==> src/rtl/conv_layer_seq.sv <==
// conv_layer_seq: sequences conv-engine jobs channel-major over layers, with watchdog and abort.
module conv_layer_seq #(
  parameter int MAX_LAYERS = 4,
  parameter int MAX_CH     = 16,
  parameter int TIMEOUT    = 4096
) (
  input  logic                            clk,
  input  logic                            rst,
  input  logic                            start,
  input  logic [$clog2(MAX_LAYERS+1)-1:0] cfg_layers,
  input  logic [$clog2(MAX_CH+1)-1:0]     cfg_channels,
  input  logic                            abort,
  input  logic                            eng_done,
  output logic                            busy,
  output logic                            done,
  output logic                            error,
  output logic                            eng_start,
  output logic [$clog2(MAX_LAYERS)-1:0]   eng_layer,
  output logic [$clog2(MAX_CH)-1:0]       eng_ch,
  output logic                            eng_src_buf,
  output logic                            eng_abort
);
  localparam int LW = $clog2(MAX_LAYERS+1);
  localparam int CW = $clog2(MAX_CH+1);
  localparam int LB = $clog2(MAX_LAYERS);
  localparam int CB = $clog2(MAX_CH);
  localparam int WW = $clog2(TIMEOUT);
  typedef enum logic [2:0] {IDLE, ISSUE, WAIT, NEXT, DONE, ERR} state_t;
  state_t r_state, w_next;
  logic [LW-1:0] r_nl;
  logic [CW-1:0] r_nc;
  logic [LB-1:0] r_layer;
  logic [CB-1:0] r_ch;
  logic [WW-1:0] r_wd;
  logic r_err, r_abt;
  logic w_cfg_ok, w_accept, w_last_ch, w_last_l, w_expire, w_abort;
  assign w_cfg_ok  = cfg_layers != '0 && cfg_layers <= LW'(MAX_LAYERS) &&
                     cfg_channels != '0 && cfg_channels <= CW'(MAX_CH);
  assign w_accept  = r_state == IDLE && start && w_cfg_ok;
  assign w_last_ch = CW'(r_ch) == r_nc - CW'(1);
  assign w_last_l  = LW'(r_layer) == r_nl - LW'(1);
  assign w_expire  = r_wd == WW'(TIMEOUT-1);
  assign w_abort   = abort && r_state != IDLE;
  always_ff @(posedge clk or posedge rst)
    if (rst) r_state <= IDLE;
    else     r_state <= w_next;
  // abort outranks eng_done, which outranks watchdog expiry
  always_comb begin
    w_next = IDLE;
    case (r_state)
      IDLE:    w_next = w_accept ? ISSUE : IDLE;
      ISSUE:   w_next = WAIT;
      WAIT:    w_next = eng_done ? NEXT : w_expire ? ERR : WAIT;
      NEXT:    w_next = (w_last_ch && w_last_l) ? DONE : ISSUE;
      default: w_next = IDLE;
    endcase
    if (w_abort) w_next = IDLE;
  end
  always_ff @(posedge clk or posedge rst)
    if (rst) begin
      r_nl    <= '0;
      r_nc    <= '0;
      r_layer <= '0;
      r_ch    <= '0;
      r_wd    <= '0;
      r_err   <= 1'b0;
      r_abt   <= 1'b0;
    end else begin
      r_abt <= w_abort && r_state != ERR;
      if (w_accept) begin
        r_nl    <= cfg_layers;
        r_nc    <= cfg_channels;
        r_layer <= '0;
        r_ch    <= '0;
        r_err   <= 1'b0;
      end else if (r_state == IDLE && start) r_err <= 1'b1;
      if (w_next == ERR) r_err <= 1'b1;
      if (r_state == ISSUE) r_wd <= '0;
      else if (r_state == WAIT && !eng_done && !w_expire) r_wd <= r_wd + WW'(1);
      // the final job's coordinates are held rather than advanced past the end
      if (r_state == NEXT && !abort && !(w_last_ch && w_last_l)) begin
        r_ch <= w_last_ch ? '0 : r_ch + CB'(1);
        if (w_last_ch) r_layer <= r_layer + LB'(1);
      end
    end
  always_comb begin
    busy        = r_state != IDLE;
    done        = r_state == DONE;
    eng_start   = r_state == ISSUE;
    eng_abort   = r_state == ERR || r_abt;
    error       = r_err;
    eng_layer   = r_layer;
    eng_ch      = r_ch;
    eng_src_buf = r_layer[0];
  end
endmodule

==> config.mk <==
export PLATFORM = sky130hd
export DESIGN_NAME = conv_layer_seq
export DESIGN_NICKNAME = d
export VERILOG_FILES = /design/src/rtl/conv_layer_seq.sv
export SDC_FILE = /design/constraint.sdc
export NUM_CORES = 1
export LEC_CHECK = 0
export ABC_AREA = 1
export CAP_MARGIN = 20
export CORE_ASPECT_RATIO = 2
export CORE_UTILIZATION = 49
export DETAILED_ROUTE_END_ITERATION = 7
export PLACE_DENSITY = 0.85
export SYNTH_ARGS = -nofsm -noshare
export SYNTH_HDL_FRONTEND = slang
export SYNTH_SLANG_ARGS = --single-unit
==> constraint.sdc <==
create_clock -name clk -period 1.7 [get_ports clk]
set_clock_uncertainty 0.1 [all_clocks]
set_input_delay 0.17 -clock clk [delete_from_list [all_inputs] [get_ports clk]]
set_output_delay 0.17 -clock clk [all_outputs]
set_load 0.01 [all_outputs]
# Yosys cells after proc, flatten, opt, wreduce, memory -nomap -nowiden
# Index checks and enable logic that the tools add are counted.
# op_classes
n_eq_ne	10
reduce_logical	24
magnitude_cmp	2
add_sub_neg	5
mux	17
# ops
op	n
$mux W12	2
$add A12 B1 Y12 const B	1
$eq A12 B12 Y1 const B	1
$logic_and A1 B1 Y1	12
$mux W3	4
$mux W4	3
$pmux W3 S4	1
$eq A3 B3 Y1 const B	3
$reduce_bool A3 Y1	3
$eq A3 B2 Y1 const B	2
$mux W2	3
$eq A4 B5 Y1	1
$le A5 B5 Y1 const B	1
$reduce_bool A5 Y1	1
$sub A5 B1 Y5 const B	1
$add A4 B1 Y4 const B	1
$logic_not A1 Y1	4
$mux W1	4
$reduce_bool A2 Y1	2
$eq A2 B3 Y1	1
$eq A3 B1 Y1 const B	1
$le A3 B3 Y1 const B	1
$logic_not A3 Y1	1
$ne A3 B3 Y1 const B	1
3 further kinds	3
# word_totals
in_bits	13
out_inout_bits	12
wordCells	66
regBits	31

# Longest topological paths before layout
# depth
word_depth	10
depth_mapped	15
mapped_depth_nobuf	15

# Least setup slack after synthesis
# Ideal clock, no wire load.
# synth_timing
kind	register -> register
from	register r_nc[0]
to	register r_ch[3], in the netlist eng_ch[3]
t_arrival_ns	1.482
slack_ns	0.001
path_buffers	0
setup_ns	0.118
synth_period_minus_slack_ns	1.699
required_time_ns	1.482
stages_incl_launch_ff	16
path_cell_list	dfrtp_1 > inv_2 > ha_1 > inv_1 > nand2_1 > nand2_1 > nor2_1 > nand2_1 > nor2_1 > nand3_1 > nand2_2 > inv_2 > nand2_4 > inv_1 > nand2_1 > nand2_1
# synth_between
elab_chain_cells	6
word_cells_on_any_way	8
classes_between	add/sub: 1; eq/ne: 1; mux: 2; reduce/logical: 4
# synth_rtl
item	line_no	rtl
start, declared	31	logic [CW-1:0] r_nc;
start signal, assigned	72	r_nc <= cfg_channels;
$sub A5 B1 Y5 *	40	assign w_last_ch = CW'(r_ch) == r_nc - CW'(1);
$eq A4 B5 Y1 *	40	
$logic_and A1 B1 Y1	81	if (r_state == NEXT && !abort && !(w_last_ch && w_last_l)) begin
$logic_not A1 Y1	81	
$logic_and A1 B1 Y1	81	
$mux W4 / $reduce_bool A2 Y1 (equally long branches)	n/a	
end signal, assigned	82	r_ch <= w_last_ch ? '0 : r_ch + CB'(1);
end, declared	33	logic [CB-1:0] r_ch;
# Mark *: on every way between the ends. The rest lies on a longest branch, timed or not.
# A chain may end at the register's enable or synchronous reset.

# Worst setup path after layout
# layout_timing
from	register r_nl[0]
to	register r_err, in the netlist error
# layout_between
elab_chain_cells	8
word_cells_on_any_way	9
classes_between	add/sub: 1; eq/ne: 2; mux: 4; reduce/logical: 2
# layout_rtl
item	line_no	rtl
start, declared	30	logic [LW-1:0] r_nl;
start signal, assigned	71	r_nl <= cfg_layers;
$sub A3 B1 Y3 *	41	assign w_last_l = LW'(r_layer) == r_nl - LW'(1);
$eq A2 B3 Y1 *	41	
$logic_and A1 B1 Y1 *	54	NEXT: w_next = (w_last_ch && w_last_l) ? DONE : ISSUE;
$mux W3 *	54	
$pmux W3 S4 *	50	case (r_state)
$mux W3 *	57	if (w_abort) w_next = IDLE;
$eq A3 B3 Y1 *	77	if (w_next == ERR) r_err <= 1'b1;
$reduce_bool A3 Y1 (no source line) / $mux W1 (equally long branches)	n/a	
end signal, assigned	75	r_err <= 1'b0;
end signal, assigned	76	end else if (r_state == IDLE && start) r_err <= 1'b1;
end signal, assigned	77	
end, declared	35	logic r_err, r_abt;
# Marks and branches as above.

==> results_dict.tcl <==
set metrics [dict create \
    grt_max_degree 32 \
    setup_violations 8 \
    routedWlPerCell_um 13.12 \
    yosysMostFrequentCell "nand2_1" \
    tightest_slew_ns 0.4027 \
    hold_class "in -> async" \
    n_antenna_cell 0 \
    utilization 0.7032 \
    worstSetupStartpointType "flop" \
    die_w_um 46.30 \
    dieArea_mm2 0.004195 \
    ys_ff_latch 31 \
    grt.total_usage 0.2559 \
    cts_buffers 5 \
    worstReg2RegStart "r_nl[0]" \
    die-height_um 90.60 \
    synth_cells 269 \
    finalNetCount 337 \
    viasPerCell 5.168 \
    wl_um 4856 \
    outcome "finished with violations" \
    slew_headroom 0.7315 \
    antenna_found_initial 0 \
    synth_top_flop_cell "dfrtp_1" \
    synth.top_cell.area_share 0.4034 \
    cts_hold_buf 0 \
    timing.max_cap.violations 0 \
    yosysWarningCount 0 \
    insertion_delay_ns 0.29 \
    ioPinCount 25 \
    arrival_ns 1.88 \
    tns_ns -0.4648 \
    post-route-period-util 1.065 \
    initial_core_util 0.5219 \
    grt_pass1_vias 1936 \
    mappedNetlistArea_mm2 0.001923 \
    synth_edf_count 0 \
    dr_total_vias 1912 \
    synthArstFlopShare 1.000 \
    ys_seq_area_frac 0.4034 \
    gr-total-overflow 0 \
    hold_viol 0 \
    cp-end-kind "flop" \
    clock_path_buffers 2 \
    r2r_cells 10 \
    worstSetupPathType "reg -> reg" \
    ys_types 28 \
    setup_ws_ns -0.1110 \
    drt_iter0_drc 49 \
    period_minus_slack_ns 1.811 \
    crit_path_start "r_nl[0]" \
    slew_viol_final 0 \
    syn-mean-instance-area_um2 7.149 \
    port-buffer-count 24 \
    cts_tree "yes" \
    antenna_left 0 \
    violations "negative setup slack" \
    rsz0062_at_grt "yes" \
    core-area_mm2 0.003685 \
    place_ws_ns -0.1455 \
    firstDrtPassIters 4 \
    synthToLayoutAreaGrowth_pct 34.74 \
    clk_pin_slew_ns 0.07 \
    drive_above_1_share 0.2336 \
    htreeDepth 2 \
    p_leak_nw 1.272 \
    syn_nets 286 \
    gp_congestion 0.9220 \
    powerDensity_mw_per_mm2 1402 \
    drc 0 \
    yosysTopAreaCell "dfrtp_1" \
    cts_sinks 31 \
    worstPathRequired_ns 1.77 \
    max_freq_mhz 552.2 \
    dp_hpwl_um 3637 \
    rrSetupSlack_ns -0.11 \
    vdd_drop_max_mv 1.037 \
    r2r_end "error" \
    synthTopCellsByArea "dfrtp_1, nand2_1, inv_1" \
    dp_cells 356 \
    cts_root_buf "clkbuf_8" \
    grt_pass1_wl_um 7886 \
    final_cells 370 \
    synth_commonest_cells "nand2_1, inv_1, dfrtp_1" \
    crit_path_max_fanout 2 \
    row_count 31 \
]
-- report_power, final --
| group | switching [mW] | internal [mW] | total (mW) | leakage (nW) |
|---|---|---|---|---|
| combinational | 0.980 | 0.793 | 1.77 | 0.803 |
| sequential | 0.172 | 0.930 | 1.10 | 0.408 |
| clock | 0.283 | 0.474 | 0.757 | 0.0612 |
-- cell families after synthesis --
group	Yosys count	share of synthesized area
simple gates	146	0.3474
xor+xnor	8	0.03644
flops	31	0.4034
fa+ha+maj	4	0.02603
buf+inv	50	0.1015
compound gates	30	0.08524
-- cell type report --
class / instances / area [um^2]
Timing Repair Buffer: 48 / 431.7
Inverter: 46 / 180.2
Fill cell: 298 / 1094
Tap cell: 49 / 61.31
Multi-Input combinational cell: 188 / 1022
Clock inverter: 2 / 35.03
Sequential cell: 31 / 778.2
Clock buffer: 6 / 82.58
-- flip-flops by register name, summed over array words and instances (netlist names) --
name	count
error	1
eng_layer	2
eng_ch	4
r_nl	3
r_wd	12
r_abt	1
r_state	3
r_nc	5
-- worst max-delay path: stages (launching register included) --
cell     delay (ns)
dfrtp_1        0.37
inv_1          0.07
ha_1           0.30
xnor2_1        0.13
nor2_1         0.23
nand3_2        0.11
nand2_2        0.10
buf_4          0.12
a21oi_1        0.05
nand2_1        0.06
nand2_1        0.05
-- through the flow --
step           hold WS, ns  area, um^2  total power [mW]
4_1_cts             0.1745        2532             3.550
3_3_place_gp        0.3967        2350             2.620
6_report            0.1595        2591             3.632
2_1_floorplan       0.1735        1923             2.031
3_5_place_dp        0.4039        2350             2.666
5_1_grt             0.2221        2591             3.910
-- layer usage --
layer / vias to the layer above / wire length [um] / global-route usage
met5: - / 0 / 0
li1: 958 / - / -
met4: 0 / 281 / 0.1471
met2: 49 / 2794 / 0.4688
met1: 885 / 1671 / 0.2406
met3: 20 / 108 / 0.03400
-- cell usage in the layout, fill, tap and decap left out, types with 4 or more instances in the layout --
cell / n
dlygate4sd2_1: 4
dfrtp_1: 29
inv_2: 10
nor2_1: 21
nand3_1: 16
nand2_1: 68
xor2_1: 6
nor3_1: 5
clkdlybuf4s50_1: 20
o21ai_0: 8
inv_1: 34
nand4_1: 11
clkbuf_8: 6
o21ai_1: 9
a21oi_1: 8
nor2_2: 4
nand2_2: 8
buf_4: 22
-- how the worst max path moves through the flow --
stage	endpoint	slack, ns	depth (start not counted)
finish	error	-0.11	10
floorplan	eng_ch[3]	0.0007	15
CTS	eng_ch[3]	-0.09	15
global placement	eng_ch[3]	-0.07	15
global route	error	-0.26	14
detailed placement	eng_ch[3]	-0.15	15
-- repair_timing --
action / in CTS / in global routing
resized for setup: 20 / 15
cloned: 0 / 0
setup endpoints to repair: 19 / 28
buffers inserted: 4 / 2
pin swaps: 2 / 9
No activity file was read; power rests on OpenSTA's default activity.
